File: src/rtl/ro_arbiter.sv
// ro_arbiter: round-robin readout arbiter for the digitizer front end.
// Picks one channel with a frozen event, raises its readout request, emits a
// one-cycle header strobe (channel id + event number), then paces exactly
// WORDS buffer reads into the downstream FIFO while honouring backpressure.
//
// Handshake: hdr_valid and ro_rd are single-cycle transfer strobes. A word
// (or the header) moves only in a cycle where the arbiter offers it (HEADER
// or READ state) and fifo_ready is high. The arbiter never withdraws an
// offer, and nothing advances in a cycle where fifo_ready is low.
module ro_arbiter #(
    parameter int NCH   = 4,
    parameter int WORDS = 256,
    parameter int EVT_W = 16,
    parameter int CW    = $clog2(NCH)
) (
    input  logic             clk,
    input  logic             rst,
    input  logic [NCH-1:0]   ch_trig,
    input  logic             fifo_ready,
    output logic [NCH-1:0]   ro_request,
    output logic             ro_rd,
    output logic             hdr_valid,
    output logic [CW-1:0]    grant_id,
    output logic [EVT_W-1:0] evt_count,
    output logic             busy
);

    // Word counter must be able to hold WORDS itself (value after last read).
    localparam int WCW = $clog2(WORDS + 1);

    typedef enum logic [1:0] {
        S_IDLE   = 2'd0,
        S_HEADER = 2'd1,
        S_READ   = 2'd2,
        S_DONE   = 2'd3
    } state_t;

    state_t           r_state;
    state_t           w_next;
    logic [CW-1:0]    r_ptr;
    logic [CW-1:0]    r_grant;
    logic [EVT_W-1:0] r_evt;
    logic [WCW-1:0]   r_wcnt;
    logic             r_gcnt;

    logic             w_found;
    logic [CW-1:0]    w_sel;
    logic [CW-1:0]    w_ptr_nxt;
    logic [CW:0]      w_sum;
    logic [CW-1:0]    w_j;
    logic             w_hdr;
    logic             w_rd;
    logic             w_last_rd;

    // Round-robin search: first set trigger bit at or above r_ptr, wrapping at NCH.
    always_comb begin
        w_found = 1'b0;
        w_sel   = '0;
        w_sum   = '0;
        w_j     = '0;
        for (int i = 0; i < NCH; i++) begin
            w_sum = {1'b0, r_ptr} + (CW + 1)'(i);
            if (w_sum >= (CW + 1)'(NCH)) begin
                w_sum = w_sum - (CW + 1)'(NCH);
            end
            w_j = w_sum[CW-1:0];
            if (!w_found && ch_trig[w_j]) begin
                w_found = 1'b1;
                w_sel   = w_j;
            end
        end
    end

    // Pointer moves to the channel just after the winner so it goes last next round.
    always_comb begin
        w_ptr_nxt = (w_sel == CW'(NCH - 1)) ? '0 : w_sel + 1'b1;
    end

    // State register.
    always_ff @(posedge clk or posedge rst) begin
        if (rst) begin
            r_state <= S_IDLE;
        end else begin
            r_state <= w_next;
        end
    end

    // Next-state decode.
    always_comb begin
        w_next = r_state;
        case (r_state)
            S_IDLE:   if (w_found)   w_next = S_HEADER;
            S_HEADER: if (w_hdr)     w_next = S_READ;
            S_READ:   if (w_last_rd) w_next = S_DONE;
            S_DONE:   if (r_gcnt)    w_next = S_IDLE;
            default:                 w_next = S_IDLE;
        endcase
    end

    // Output decode: strobes qualified by fifo_ready, everything else from registers.
    always_comb begin
        busy       = (r_state != S_IDLE);
        ro_request = '0;
        if (r_state == S_HEADER || r_state == S_READ) begin
            ro_request = NCH'(1) << r_grant;
        end
        w_hdr     = (r_state == S_HEADER) && fifo_ready;
        w_rd      = (r_state == S_READ) && fifo_ready;
        w_last_rd = w_rd && (r_wcnt == WCW'(WORDS - 1));
        hdr_valid = w_hdr;
        ro_rd     = w_rd;
        grant_id  = r_grant;
        evt_count = r_evt;
    end

    // Grant capture: only IDLE looks at the trigger flags.
    always_ff @(posedge clk or posedge rst) begin
        if (rst) begin
            r_ptr   <= '0;
            r_grant <= '0;
        end else if (r_state == S_IDLE && w_found) begin
            r_grant <= w_sel;
            r_ptr   <= w_ptr_nxt;
        end
    end

    // Event number advances right after its header has been accepted; wraps silently.
    always_ff @(posedge clk or posedge rst) begin
        if (rst) begin
            r_evt <= '0;
        end else if (w_hdr) begin
            r_evt <= r_evt + 1'b1;
        end
    end

    // Word counter: cleared as the header goes out, counts accepted reads.
    always_ff @(posedge clk or posedge rst) begin
        if (rst) begin
            r_wcnt <= '0;
        end else if (w_hdr) begin
            r_wcnt <= '0;
        end else if (w_rd) begin
            r_wcnt <= r_wcnt + 1'b1;
        end
    end

    // Guard counter holds DONE for two cycles so the channel sees the request drop.
    always_ff @(posedge clk or posedge rst) begin
        if (rst) begin
            r_gcnt <= 1'b0;
        end else if (r_state == S_DONE) begin
            r_gcnt <= ~r_gcnt;
        end else begin
            r_gcnt <= 1'b0;
        end
    end

endmodule

File: config.mk
export PLATFORM = sky130hd
export DESIGN_NAME = ro_arbiter
export DESIGN_NICKNAME = d
export VERILOG_FILES = /design/src/rtl/ro_arbiter.sv
export SDC_FILE = /design/constraint.sdc
export NUM_CORES = 1
export LEC_CHECK = 0
export CAP_MARGIN = 20
export CORE_ASPECT_RATIO = 1.2
export CORE_UTILIZATION = 37
export CTS_BUF_LIST = sky130_fd_sc_hd__clkbuf_2 sky130_fd_sc_hd__clkbuf_4 sky130_fd_sc_hd__clkbuf_8
export CTS_CLUSTER_DIAMETER = 50
export CTS_CLUSTER_SIZE = 20
export DETAILED_ROUTE_END_ITERATION = 10
export HOLD_SLACK_MARGIN = 0.1
export MAX_ROUTING_LAYER = met4
export PLACE_DENSITY_LB_ADDON = 0.05
export SLEW_MARGIN = 20
export SYNTH_ARGS = -nofsm -noshare
export SYNTH_HDL_FRONTEND = slang
export SYNTH_SLANG_ARGS = --single-unit
File: constraint.sdc
create_clock -name clk -period 2.85 [get_ports clk]
set_input_delay 0.57 -clock clk [delete_from_list [all_inputs] [get_ports clk]]
set_output_delay 0.57 -clock clk [all_outputs]
set_load 0.03 [all_outputs]
After elaboration in Yosys (flattened, before gate mapping)
Index checks and enable logic that the tools add are counted.
- shift operators: 1
- bitwise gates (word level): 1
- equality and inequality tests: 9
- muxes and demuxes: 30
- magnitude comparators: 8
- reductions and logical operators: 15
- $add $sub $neg: 10
- operators with widths (kind ; number):
    2-bit two-way mux ; 13
    9-bit two-way mux ; 2
    16-bit by 1-bit adder with 16-bit output, second input constant ; 1
    2-bit by 3-bit < comparator with 1-bit output, second input constant ; 4
    9-bit by 1-bit adder with 9-bit output, second input constant ; 1
    9-bit by 8-bit == test with 1-bit output, second input constant ; 1
    3-bit >= comparator, second input constant ; 3
    1-bit two-way mux ; 9
    1-bit binary-select mux with 2-bit select ; 4
    2-bit inequality test, second input constant ; 4
    2-bit one-hot mux with 4 select lines ; 1
    2-bit by 1-bit subtractor with 2-bit output, second input constant ; 4
    1-bit logical AND ; 7
    2-bit by 2-bit adder with 3-bit output, second input constant ; 2
    2-bit == test, second input constant ; 3
    4-bit two-way mux ; 1
    4-bit AND reduction ; 1
    2-bit nonzero test ; 2
    1-bit by 2-bit << shifter with 4-bit output, first input constant ; 1
    2-bit by 1-bit adder with 3-bit output, second input constant ; 1
    2-bit by 3-bit >= comparator with 1-bit output, second input constant ; 1
    1-bit zero test ; 3
    2-bit by 1-bit adder with 2-bit output, second input constant ; 1
    2-bit by 1-bit == test with 1-bit output, second input constant ; 1
    other kinds (3) ; 3
- flip-flop bits (word level): 32
- word-level logic and storage cells: 80

Depth between registers and ports, before layout
Gate-level depths: netlist (run 1).
- depth in word-level cells: 16
- mapped depth: 8
- mapped depth without buffers: 8

Worst setup path after synthesis (run 1)
Ideal clock, no wire load.
- path kind: register to output
- from: reg r_state[0]
- to: out ro_request[0]
- arrival: 1493 ps
- buffers on the path: 0
- slack: 787 ps
- stages on the path, launching flop included: 4
- cells stage by stage: dfrtp_1 -> inv_1 -> ha_1 -> nor3b_1
- longest elaborated chain between the ends: 3
- elaborated cells between the ends (all ways): 4
- RTL lines (item ; line ; RTL):
    from (decl) ; 38 ; state_t r_state;
    from (signal assigned) ; 84 ; r_state <= w_next;
    2-bit by 1-bit == test with 1-bit output / 2-bit == test (equally long branches) ; 104 ; if (r_state == S_HEADER || r_state == S_READ) begin
    1-bit logical OR * ; 104 ;
    4-bit two-way mux * ; 104 ;
    to (decl) ; 20 ; output logic [NCH-1:0] ro_request,
Every way passes the cells marked *; elsewhere a longest branch is shown, timed or not.

Final worst setup path (run 1)
- from: in fifo_ready
- to: out ro_rd
- longest elaborated chain between the ends: 1
- RTL lines (item ; line ; RTL):
    from (decl) ; 19 ; input logic fifo_ready,
    1-bit logical AND ; 108 ; w_rd = (r_state == S_READ) && fifo_ready;
    to (decl) ; 21 ; output logic ro_rd,
Every way passes these cells.

==> flow_summary.json, run 1 <==
{
  "initial_utilization_pct": 38.6,
  "register_area_um2": 801,
  "finalCritPeriodShare_pct": 91.8,
  "syn-instance-count": 155,
  "avgSynthCellArea_um2": 10.7,
  "r2r-start": "r_wcnt[0]$_DFFE_PP0P_",
  "hpwl_um": 2330,
  "worst_slack_ns": 0.233,
  "first_pass_iters": 4,
  "ys_ff_latch": 32,
  "drt-total-wl_um": 3240,
  "synthToLayoutAreaGrowth_pct": 29.8,
  "cts_buffer_depth": 2,
  "final_nets": 208,
  "core_area_um2": 4290,
  "synthTopCellsByCount": "32 x dfrtp_1, 19 x nor2_1, 11 x xnor2_1",
  "setup-tns-final_ns": 0,
  "arrival_ns": 2.05,
  "p_per_area_nw_per_um2": 901,
  "grt_pass1_wl_um": 5380,
  "postSynth.asyncResetShare_pct": 100,
  "drc": 0,
  "yosysWarnings": 0,
  "crit_family": "buffers and inverters",
  "die_area_um2": 4750,
  "p_total_mw": 1.94,
  "cts_setup_buffers": 0,
  "fill_cells": 415,
  "path_clk_slew_ns": 0.06,
  "cp.required_ns": 2.28,
  "grt.total_usage_pct": 15.6,
  "multi_input_area_um2": 806,
  "drive_gt1_share_pct": 13.4,
  "gp_congestion": 0.789,
  "cap_violations": 0,
  "cts.sinks": 32,
  "clock_latency_ns": 0.28,
  "cts_root_buf": "clkbuf_8",
  "setup_viol_count_final": 0,
  "ir_drop_mv": 0.522,
  "path_buf_inv": 3,
  "status": "complete, no violations",
  "initialDrtViolationCount": 47,
  "syn_nets": 170,
  "min_path_type": "flip-flop to flip-flop",
  "post_drt_via_cell_ratio": 4.93,
  "clock.fmax_mhz": 382,
  "cp-startpoint": "fifo_ready",
  "worstMarginPinSlew_ns": 0.453,
  "grt_pass1_vias": 1144,
  "h-tree-depth": 2,
  "crit_top_cell": "clkdlybuf4s50_1",
  "power.leakage_nw": 0.992,
  "cts_hold_buf": 0,
  "rsz0062_at_grt": "false",
  "fin_worst_skew_ns": 0.00330,
  "crit_type": "input port to primary output",
  "yosys-top-cells-area": "dfrtp_1 48%, ha_1 6.0%, xnor2_1 5.8%",
  "chipHeight_um": 75.3,
  "grt_start_max_net_pins": 33,
  "cts_tree": "yes",
  "num_io_pins": 32,
  "yosys.area.top_type_share_pct": 48.3,
  "cts_resized": 0,
  "pre_cts_ws_ns": 0.209,
  "vias": 1232,
  "portBuffers": 31,
  "hp-start": "r_gcnt$_DFF_PP0_",
  "wl_per_cell_um": 12.9,
  "finalCriticalPeriod_ns": 2.62,
  "synth_edf_count": 0,
  "yosysSeqAreaShare_pct": 48.3,
  "path_cells": "clkdlybuf4s50_1 > nand2_1 > inv_2 > clkdlybuf4s50_1",
  "num_rows": 26,
  "max-slew-margin-rel_pct": 69.6,
  "placed_area_um2": 2040,
  "antenna_found_initial": 0,
  "start_kind": "input port",
  "syn_area_um2": 1660,
  "cts_made_buffers": 5,
  "hold_violations": 0,
  "antenna-diode-count": 0,
  "slowest_stage": "clkdlybuf4s50_1",
  "yosysTopAreaCell": "dfrtp_1",
  "ant_nets": 0,
  "drv_slew": 0,
  "grt_overflow": 0,
  "ys.flop_type": "dfrtp_1",
  "stdcell_area_um2": 2150,
  "die_w_um": 63.1,
  "critPathCaptureType": "primary output",
  "cpPeakStageDelay_ns": 0.68,
  "worstPathMaxFanout": 7,
  "yosysUniqueCellTypes": 36,
  "synth_most_common_cell": "dfrtp_1"
}
## placed cells by master (no fill, tap or decap), drive strengths merged, types with 2 or more instances in the layout
master,count
dfrtp,32
clkdlybuf4s50,30
nor2,19
xnor2,11
inv,11
nand2,11
xor2,10
ha,8
nand4,8
clkbuf,6
mux2,5
a21oi,5
nand3,5
and4,3
nand2b,3
and3,3
buf,3
o21ai,2
o31ai,2
nor3b,2
nor3,2
## cell families (layout without fill, tap and decap cells)
group,count (synthesis),in the layout,share of synthesized area (%)
simple gates,61,61,22.2
flops,32,32,48.3
xor+xnor,21,21,11.1
mux,5,5,3.40
fa+ha+maj,8,8,6.04
buf+inv,13,52,3.09
compound gates,15,15,5.89
## registers in the layout (all words and copies together) (netlist names)
register	flops
r_ptr	2
r_state	2
r_wcnt	9
evt_count	16
grant_id	2
r_gcnt	1
## layout make-up
class                   instances  share of cell area, %
flip-flops and latches         32                   37.2
multi-input cells             110                   37.4
inverters                      11                   1.92
well taps                      56                   3.26
clock inverters                 2                   1.63
repair buffers                 33                   15.0
clock buffers                   6                   3.55
## per-layer routing
layer	routed length (µm)	part of all wire, %	track usage [%]	vias up
met2	1520	47	23.9	23
met1	1530	47	18.9	601
met4	37	1.1	6.20	0
met3	145	4.5	5.54	5
li1	-	-	-	603
met5	0	0	-	-
## per-stage QoR
| step | util, % | hold WS [ns] | instances |
|---|---|---|---|
| 2_1_floorplan | - | 0.399 | 155 |
| 3_3_place_gp | 47.5 | 0.417 | 242 |
| 3_5_place_dp | 47.5 | 0.426 | 242 |
| 4_1_cts | 50.1 | 0.441 | 250 |
| 5_1_grt | 50.1 | 0.477 | 250 |
| 6_report | 50.1 | 0.437 | 250 |
## where the power goes
group          switching (mW)  total (mW)  internal (mW)
clock network           0.166       0.435          0.269
registers               0.118       0.676          0.558
logic                   0.454       0.829          0.375
total                   0.738        1.94           1.20
## path summary, 6_finish.rpt
kind,depth (start not counted),endpoint,slack (ns)
max,4,ro_rd,0.23
min,1,r_gcnt$_DFF_PP0_,0.44
max reg2reg,8,r_state[1]$_DFFE_PP0P_,0.89
min reg2reg,1,r_gcnt$_DFF_PP0_,0.44
max in group asynchronous,3,grant_id[1]$_DFFE_PP0P_,1.87
min in group asynchronous,3,evt_count[15]$_DFFE_PP0P_,0.69
(Power assumes the default switching activity.)
==> run 2, diff against run 1 <==
- clock period: 2.85 -> 2.2 ns (I/O delays scaled with it)
==> flow_summary.json, run 2 (synthesis gave the netlist of run 1 again) <==
{
  "cts_resized": 4,
  "critPathCaptureType": "primary output",
  "cts_tree": "yes",
  "p_sw_mw": 0.950,
  "finalCritPeriodShare_pct": 94.7,
  "grtUsageMet3_pct": 4.04,
  "hold_end": "r_gcnt$_DFF_PP0_",
  "drt-total-wl_um": 3310,
  "mostFrequentLayoutCells": "32 x dfrtp_1, 24 x clkdlybuf4s50_1, 19 x nor2_1",
  "grt_use_met2_pct": 26.9,
  "antenna_found_initial": 0,
  "ant_nets": 0,
  "power.leakage_nw": 1.01,
  "setup-tns-final_ns": 0,
  "pwr-share-clk_pct": 19.9,
  "initialDrtViolationCount": 38,
  "vias": 1230,
  "initial_utilization_pct": 38.6,
  "grt_overflow": 0,
  "gp_congestion": 0.798,
  "cts.sinks": 32,
  "grt.busiest_layer": "met2",
  "antenna-diode-count": 0,
  "reg2reg_to": "r_state[1]$_DFFE_PP0P_",
  "post_drt_via_cell_ratio": 4.88,
  "cap_violations": 0,
  "regToRegSetupSlack_ns": 0.21,
  "fin_cells": 252,
  "crit_type": "flip-flop to primary output",
  "setup_viol_count_final": 0,
  "status": "complete, no violations",
  "worstMarginPinSlew_ns": 0.411,
  "hpwl_um": 2470,
  "ff2ff_path_depth": 8,
  "cts_setup_buffers": 0,
  "h-tree-depth": 2,
  "synthToLayoutAreaGrowth_pct": 29.4,
  "slowest_stage": "dlygate4sd2_1",
  "drc": 0,
  "grt.total_usage_pct": 16.1,
  "cpPeakStageDelay_ns": 0.40,
  "r2r-start": "r_wcnt[3]$_DFFE_PP0P_",
  "finalCriticalPeriod_ns": 2.08,
  "p_int_mw": 1.47,
  "num_rows": 26,
  "die_area_um2": 4750,
  "clock.fmax_mhz": 480,
  "fin_worst_skew_ns": 0.00179,
  "largest_reg_flops": 16,
  "use_met1_pct": 18.9,
  "path_clk_slew_ns": 0.06,
  "p_sw_share_pct": 39.2,
  "sequentialPowerShare_pct": 35.7,
  "grt_pass1_wl_um": 5690,
  "cts_root_buf": "clkbuf_8",
  "core_area_um2": 4290,
  "max-slew-margin-rel_pct": 72.6,
  "worstPathMaxFanout": 5,
  "cts_hold_buf": 0,
  "cp.required_ns": 1.76,
  "rsz0062_at_grt": "false",
  "portBuffers": 31,
  "min_path_type": "flip-flop to flip-flop",
  "die_w_um": 63.1,
  "first_pass_iters": 4,
  "grt_pass1_vias": 1254,
  "drv_slew": 0,
  "layout_commonest_cell": "dfrtp_1",
  "start_kind": "flip-flop",
  "drive_gt1_share_pct": 15.3,
  "final_nets": 210,
  "arrival_ns": 1.64,
  "grt_start_max_net_pins": 33,
  "hold_violations": 0,
  "ir_drop_mv": 0.803,
  "place_inst": 244,
  "wl_per_cell_um": 13.1,
  "path_cells": "inv_1 > ha_1 > and3b_1 > dlygate4sd2_1",
  "clock_latency_ns": 0.28,
  "cts_buffer_depth": 2,
  "num_io_pins": 32,
  "pwr-share-comb_pct": 44.4,
  "cts_made_buffers": 5,
  "p_per_area_nw_per_um2": 1130,
  "chipHeight_um": 75.3,
  "hold_depth": 1,
  "hp-start": "r_gcnt$_DFF_PP0_"
}
run 2: changes by cell type in the layout (fill, tap and decap cells not counted):
cell	before	now
clkbuf_8	5	6
bufinv_16	1	0
clkbuf_4	1	2
clkinv_2	1	0
dlymetal6s2s_1	0	1
buf_4	3	6
dlygate4sd2_1	0	3
clkdlybuf4s50_1	30	24
clkbuf_2	0	1
run 2: how the worst max path moves through the flow:
stage	start	end	slack, ns
6_report	r_state[1]$_DFFE_PP0P_	ro_request[1]	0.12
5_1_grt	r_state[1]$_DFFE_PP0P_	ro_request[1]	0.02
4_1_cts	r_state[1]$_DFFE_PP0P_	busy	0.04
3_5_place_dp	ch_trig[1]	r_ptr[1]$_DFFE_PP0P_	0.02
3_3_place_gp	ch_trig[1]	r_ptr[1]$_DFFE_PP0P_	0.08
2_1_floorplan	r_state[0]$_DFFE_PP0P_	ro_request[0]	0.27
run 2: metrics by stage:
step                worst slack, ns  utilization [%]  hold slack [ns]  cell area, µm²  power, mW
detailed placement           0.0174             47.8            0.420            2050       1.99
global placement             0.0778             47.8            0.421            2050       1.96
floorplan                     0.267                -            0.399            1660       1.58
finish                        0.117             49.9            0.425            2140       2.42
CTS                          0.0375             50.0            0.428            2150       2.46
global route                 0.0219             49.9            0.446            2140       2.59
run 2: final cells by class:
class	count	area [µm²]
fill	419	2150
inverter	11	41.3
timing repair buffer	35	329
sequential	32	801
multi-input combinational	110	806
tap	56	70.1
clock buffer	8	97.6
run 2: worst max-delay path: cells and delay by family (launching register included):
family	cells	cell delay (ns)
adder cells (fa/ha/maj)	1	0.34
flip-flops	1	0.38
AND/OR/NAND/NOR	1	0.17
buffers and inverters	2	0.47
run 2: layer usage:
layer	vias to the layer above	wire length, µm
met5	-	0
met4	0	31
met3	4	119
met2	24	1660
met1	589	1500
li1	613	-
run 2: power by group through the flow:
| stage | Sequential, mW | Clock (mW) | Combinational [mW] |
|---|---|---|---|
| 2_1_floorplan | 0.974 | 0 | 0.611 |
| 3_3_place_gp | 0.867 | 0 | 1.09 |
| 3_5_place_dp | 0.876 | 0 | 1.11 |
| 4_1_cts | 0.867 | 0.500 | 1.09 |
| 5_1_grt | 0.889 | 0.529 | 1.17 |
| 6_report | 0.866 | 0.482 | 1.07 |
==> run 3, diff against run 2 <==
- SLEW_MARGIN: 20 -> not set
==> results of run 3 <==
The final DEF is identical to that of run 2; final timing and power are the same.
==> RTL change 1 (flow settings as in run 2) <==
The parameter `EVT_W` goes from 16 to 32.
--- a/src/rtl/ro_arbiter.sv
+++ b/src/rtl/ro_arbiter.sv
@@ -11,5 +11,5 @@
     parameter int NCH   = 4,
     parameter int WORDS = 256,
-    parameter int EVT_W = 16,
+    parameter int EVT_W = 32,
     parameter int CW    = $clog2(NCH)
 ) (
Ports: changed (resized evt_count); port bits go from 32 to 48. No check against the original RTL was run, so the function may have changed too.
==> RTL change 1 against run 2 <==
Global-route usage is 0.72 points lower; worst hold slack got worse by 0.0051 ns; clock power is 39% higher; worst setup slack improved by 0.010 ns; final area increased by 46%; synthesized cell count is 46% higher; cell count rose by 46%; routed wire length increased by 39%; sequential cell count up 16; sequential share of layout area up 1.0 points; area after synthesis up 44%; via count is 47% higher; clock skew rose by 0.0042 ns; power is 23% higher; critical path type unchanged.
==> RTL change 1: results (changes against run 2) <==
Finish
  – Max reg flops: 32 (was 16)
  – Layout cells sized above 1: 11.2% (was 15.3%)
  – Fillcell total: 624 (was 419)
  – Nets: 299 (was 210)
  – ANT cells: 0 (unchanged)

Routing
  – Via count: 1811 (was 1230)
  – DR WL/cell: 12.5 um (was 13.1 um)
  – Metal1 wirelength: 2240 um (was 1500 um)
  – Initial DRC count: 47 (was 38)
  – WL met2: 2150 um (was 1660 um)
  – Initial DRT Pass Iterations: 4 (unchanged)
  – Top Metal Used: met4 (unchanged)
  – Met3 WL post-DR: 180 um (was 119 um)

Clock network
  – H-Tree Depth: 2 (unchanged)
  – CTS clk-pin slew, worst paths: 0.08 ns (was 0.06 ns)
  – Total CTS buffers: 5 (unchanged)
  – Root buffer cell: clkbuf_8 (unchanged)
  – Clock latency on the worst-skew pair: 0.30 ns (was 0.28 ns)
  – CTS max path bufs: 2 (unchanged)

Min path
  – Hold Crit Class: register to register (unchanged)

Synth
  – Synth Warn #: 0 (unchanged)
  – Ys async rst share: 100% (unchanged)
  – Largest cells by area after synthesis: dfrtp_1 50%, xnor2_1 8.8%, xor2_1 4.8%, ha_1 3.7%, nand2_1 3.4% (was dfrtp_1 48%, ha_1 6.0%, xnor2_1 5.8%, xor2_1 5.3%, nor2_1 4.3%)
  – Most frequent cells after synthesis: 48 x dfrtp_1, 24 x xnor2_1, 22 x nand2_1 (was 32 x dfrtp_1, 19 x nor2_1, 11 x xnor2_1)
  – Synth unique cells: 40 (was 36)
  – Net Count, Synth: 241 (was 170)
  – Seq/Total Area, Yosys: 50.2% (was 48.3%)

Power and ir drop
  – Lkg Pwr: 1.43 nW (was 1.01 nW)
  – VDD IR max: 781 uV (was 803 uV)

Status
  – Outcome: complete, no violations (unchanged)

Timing
  – Worst-Margin Slew: 0.422 ns (was 0.411 ns)
  – Skew final: 0.00602 ns (was 0.00179 ns)

Global routing
  – First-pass GRT wire length: 8050 um (was 5690 um)
  – Total GRT Usage: 15.4% (was 16.1%)
  – Vias in the first global route: 1705 (was 1254)
  – Largest net degree at the start of global routing: 49 (was 33)
  – Initial antenna violation count: 0 (unchanged)

Setup path
  – CP arrival: 1.63 ns
  – R2R Path Start: r_state[1] (was r_wcnt[3])
  – Reg2reg end: evt_count[29] (was r_state[1])
  – CP peak stage delay: 0.40 ns (about the same)
  – CP startpoint: r_state[0] (was r_state[1])
  – Slowest-stage cell, CP: dfrtp_1 (was dlygate4sd2_1)
  – Reg2Reg Setup Slack: 0.34 ns (was 0.21 ns)
  – Maximum fanout along the worst path: 5 (unchanged)
  – Worst setup path end: ro_request[3] (was ro_request[1])
  – Worst-case reg-to-reg path depth: 7 (was 8)

Placed design
  – Buffers on Ports: 47 (was 31)
  – Hpwl dp: 3380 um (was 2470 um)
  – Routability cong.: 0.784 (was 0.798)
==> RTL change 1: changes by cell type in the layout (fill, tap and decap cells not counted), sizes merged, moves of 7 or more <==
cell           before  now
clkdlybuf4s50      24   40
dfrtp              32   48
xnor2              11   24
nand2              11   22
o21ai               2    9
==> RTL change 1: layout make-up <==
cell class,instances,area share (%)
Inverter,13,1.56
Multi-Input combinational cell,161,35.8
Clock inverter,2,1.24
Tap cell,82,3.28
Timing Repair Buffer,56,17.1
Sequential cell,48,38.4
Clock buffer,6,2.64
==> RTL change 1: worst max-delay path: cells and delay by family (launching register included) <==
family                     cells  cell delay (ns)
DFF                            1             0.40
adders and majority gates      1             0.34
buffers and inverters          2             0.45
and+or+nand+nor                1             0.16
==> RTL change 1: worst min-delay path by stage <==
| stage | from | endpoint | depth (start not counted) | slack [ns] |
|---|---|---|---|---|
| final | r_gcnt | r_gcnt | 1 | 0.42 |
| after global routing | r_gcnt | r_gcnt | 1 | 0.44 |
| after CTS | r_gcnt | r_gcnt | 1 | 0.42 |
| after detailed placement | r_gcnt | r_gcnt | 1 | 0.40 |
| after global placement | r_gcnt | r_gcnt | 1 | 0.41 |
| after floorplan | r_gcnt | r_gcnt | 1 | 0.39 |
==> RTL change 1: kinds of logic after synthesis <==
logic type	Yosys count	synth area share, %
flip-flops	48	50.2
AO/OA/AOI/OAI	24	6.64
multiplexers	2	0.940
AND/OR/NAND/NOR	91	22.0
buffers and inverters	18	3.03
adder cells (fa/ha/maj)	7	3.66
XOR/XNOR	37	13.5
==> RTL change 1: report_power, final <==
group	leakage, nW	internal, mW	switching (mW)
Combinational	0.716	0.488	0.629
Clock	0.0614	0.372	0.297
Sequential	0.648	1.02	0.174
Total	1.43	1.88	1.10
==> RTL change 1: metal layers <==
| metal | vias to the layer above | GRT usage, % |
|---|---|---|
| li1 | 895 | - |
| met1 | 872 | 21.4 |
| met2 | 40 | 23.1 |
| met3 | 4 | 3.36 |
| met4 | 0 | 3.24 |
| met5 | - | - |
==> RTL change 1: timing repair <==
| item | CTS | global route |
|---|---|---|
| hold endpoints to repair | 0 | 0 |
| cloned | 0 | 0 |
| gates resized for setup | 5 | 7 |
| endpoints found under the setup margin | 5 | 4 |
| setup buffers | 0 | 0 |
==> RTL change 1: metrics by stage <==
| step | cell area [um2] | cells | utilization [%] | setup WS, ns | power [mW] |
|---|---|---|---|---|---|
| detailed placement | 3020 | 360 | 49.3 | 0.0411 | 2.37 |
| CTS | 3130 | 368 | 51.1 | 0.0284 | 3.03 |
| finish | 3130 | 368 | 51.1 | 0.128 | 2.98 |
| global placement | 3020 | 360 | 49.3 | 0.111 | 2.36 |
| floorplan | 2390 | 227 | - | 0.256 | 1.94 |
| global route | 3130 | 368 | 51.1 | 0.0144 | 3.19 |
==> RTL change 2 (flow settings as in run 2) <==
Without the edit above. Make the reset (`rst`) synchronous in 5 clocked blocks.
--- a/src/rtl/ro_arbiter.sv
+++ b/src/rtl/ro_arbiter.sv
@@ -78,5 +78,5 @@
 
     // State register.
-    always_ff @(posedge clk or posedge rst) begin
+    always_ff @(posedge clk) begin
         if (rst) begin
             r_state <= S_IDLE;
@@ -115,5 +115,5 @@
 
     // Grant capture: only IDLE looks at the trigger flags.
-    always_ff @(posedge clk or posedge rst) begin
+    always_ff @(posedge clk) begin
         if (rst) begin
             r_ptr   <= '0;
@@ -126,5 +126,5 @@
 
     // Event number advances right after its header has been accepted; wraps silently.
-    always_ff @(posedge clk or posedge rst) begin
+    always_ff @(posedge clk) begin
         if (rst) begin
             r_evt <= '0;
@@ -135,5 +135,5 @@
 
     // Word counter: cleared as the header goes out, counts accepted reads.
-    always_ff @(posedge clk or posedge rst) begin
+    always_ff @(posedge clk) begin
         if (rst) begin
             r_wcnt <= '0;
@@ -146,5 +146,5 @@
 
     // Guard counter holds DONE for two cycles so the channel sees the request drop.
-    always_ff @(posedge clk or posedge rst) begin
+    always_ff @(posedge clk) begin
         if (rst) begin
             r_gcnt <= 1'b0;
Function: differs if rst is asserted again (counterexample within 4 cycles, from zero or initial values and one cycle with rst high); with rst held inactive, the same outputs for 10 cycles.
==> RTL change 2 against run 2 <==
Core utilization is 0.26 points lower; via count is 16% higher; clock power is 15% higher; power is 21% lower; cell count is 12% higher; sequential cell count stayed put; final area is 1.3% lower; combinational power is 39% lower; worst setup slack better by 0.0068 ns; global-route usage is 0.23 points higher; area after synthesis is 0.38% lower; non-clock buffer count is 1 lower; routed wire length is 6.5% higher; critical endpoint is now ro_request[2]; largest cell class unchanged; largest power group is now registers; highest routed layer unchanged.
==> RTL change 2: results (changes against run 2) <==
Timing
  – Skew final: 0.00342 ns (was 0.00179 ns)
  – Worst-Margin Slew: 0.362 ns (was 0.411 ns)
  – Setup ws final: 0.124 ns (was 0.117 ns)
  – Final Hold Slack: 0.493 ns (was 0.425 ns)

Synth
  – Synth Flop Type: dfxtp_1 (was dfrtp_1)
  – Net Count, Synth: 205 (was 170)
  – Seq/Total Area, Yosys: 38.8% (was 48.3%)
  – Largest cells by area after synthesis: dfxtp_1 39%, nor2_1 7.3%, ha_1 5.3%, xor2_1 5.3%, xnor2_1 4.2% (was dfrtp_1 48%, ha_1 6.0%, xnor2_1 5.8%, xor2_1 5.3%, nor2_1 4.3%)
  – Most frequent cells after synthesis: 32 x dfxtp_1, 32 x nor2_1, 17 x nand2_1 (was 32 x dfrtp_1, 19 x nor2_1, 11 x xnor2_1)
  – Synth unique cells: 40 (was 36)
  – Ys async rst share: 0% (was 100%)

Finish
  – Nets: 240 (was 210)
  – Fillcell total: 426 (was 419)
  – Post-route insts no fill: 283 (was 252)

Routing
  – Drt via density: 5.04 (was 4.88)
  – WL met2: 1820 um (was 1660 um)
  – Initial DRC count: 47 (was 38)
  – Met3 WL post-DR: 106 um (was 119 um)
  – Metal1 wirelength: 1540 um (was 1500 um)

Status
  – Outcome: complete, no violations (unchanged)

Global routing
  – Total GRT Usage: 16.4% (was 16.1%)
  – First-pass GRT wire length: 5730 um (was 5690 um)
  – Vias in the first global route: 1291 (was 1254)
  – Met1 usage: 16.6% (was 18.9%)
  – Met2 Usage GRT: 29.3% (was 26.9%)

Placed design
  – Routability cong.: 0.783 (was 0.798)
  – Dpl cell area: 2020 um2 (was 2050 um2)
  – Place WS: 0.0883 ns (was 0.0174 ns)
  – Hpwl dp: 2620 um (was 2470 um)

Setup path
  – Reg2reg end: r_wcnt[7] (was r_state[1])
  – R2R Path Start: r_state[0] (was r_wcnt[3])
  – Worst-case reg-to-reg path depth: 6 (was 8)
  – CP startpoint: r_state[0] (was r_state[1])
  – Reg2Reg Setup Slack: 0.55 ns (was 0.21 ns)
  – CP peak stage delay: 0.39 ns

Min path
  – Hold depth: 2 (was 1)

Power and ir drop
  – VDD IR max: 409 uV (was 803 uV)
  – Lkg Pwr: 0.800 nW (was 1.01 nW)
RTL change 2: kinds of logic after synthesis:
group / Yosys count / synth area share [%]
xor+xnor: 18 / 9.55
flops: 32 / 38.8
simple gates: 89 / 30.2
buf+inv: 13 / 3.48
mux: 5 / 3.03
compound gates: 27 / 9.70
fa+ha+maj: 7 / 5.30
RTL change 2: final cells by class:
cell class	instances	area [um2]	share of cell area (%)
timing repair buffer	34	315	14.9
clock buffer	5	68.8	3.25
clock inverter	3	42.5	2.01
inverter	7	26.3	1.24
multi-input combinational	146	953	45.0
tap	56	70.1	3.31
sequential	32	641	30.3
RTL change 2: where the power goes:
group,total (mW),leakage [nW],internal (mW),switching [mW]
sequential,0.710,0.259,0.638,0.0725
combinational,0.650,0.487,0.261,0.389
clock,0.556,0.0541,0.335,0.221
RTL change 2: what timing repair did:
action                                  CTS  global route
gates resized for setup                   5             6
endpoints found under the setup margin    5             3
cloned                                    0             0
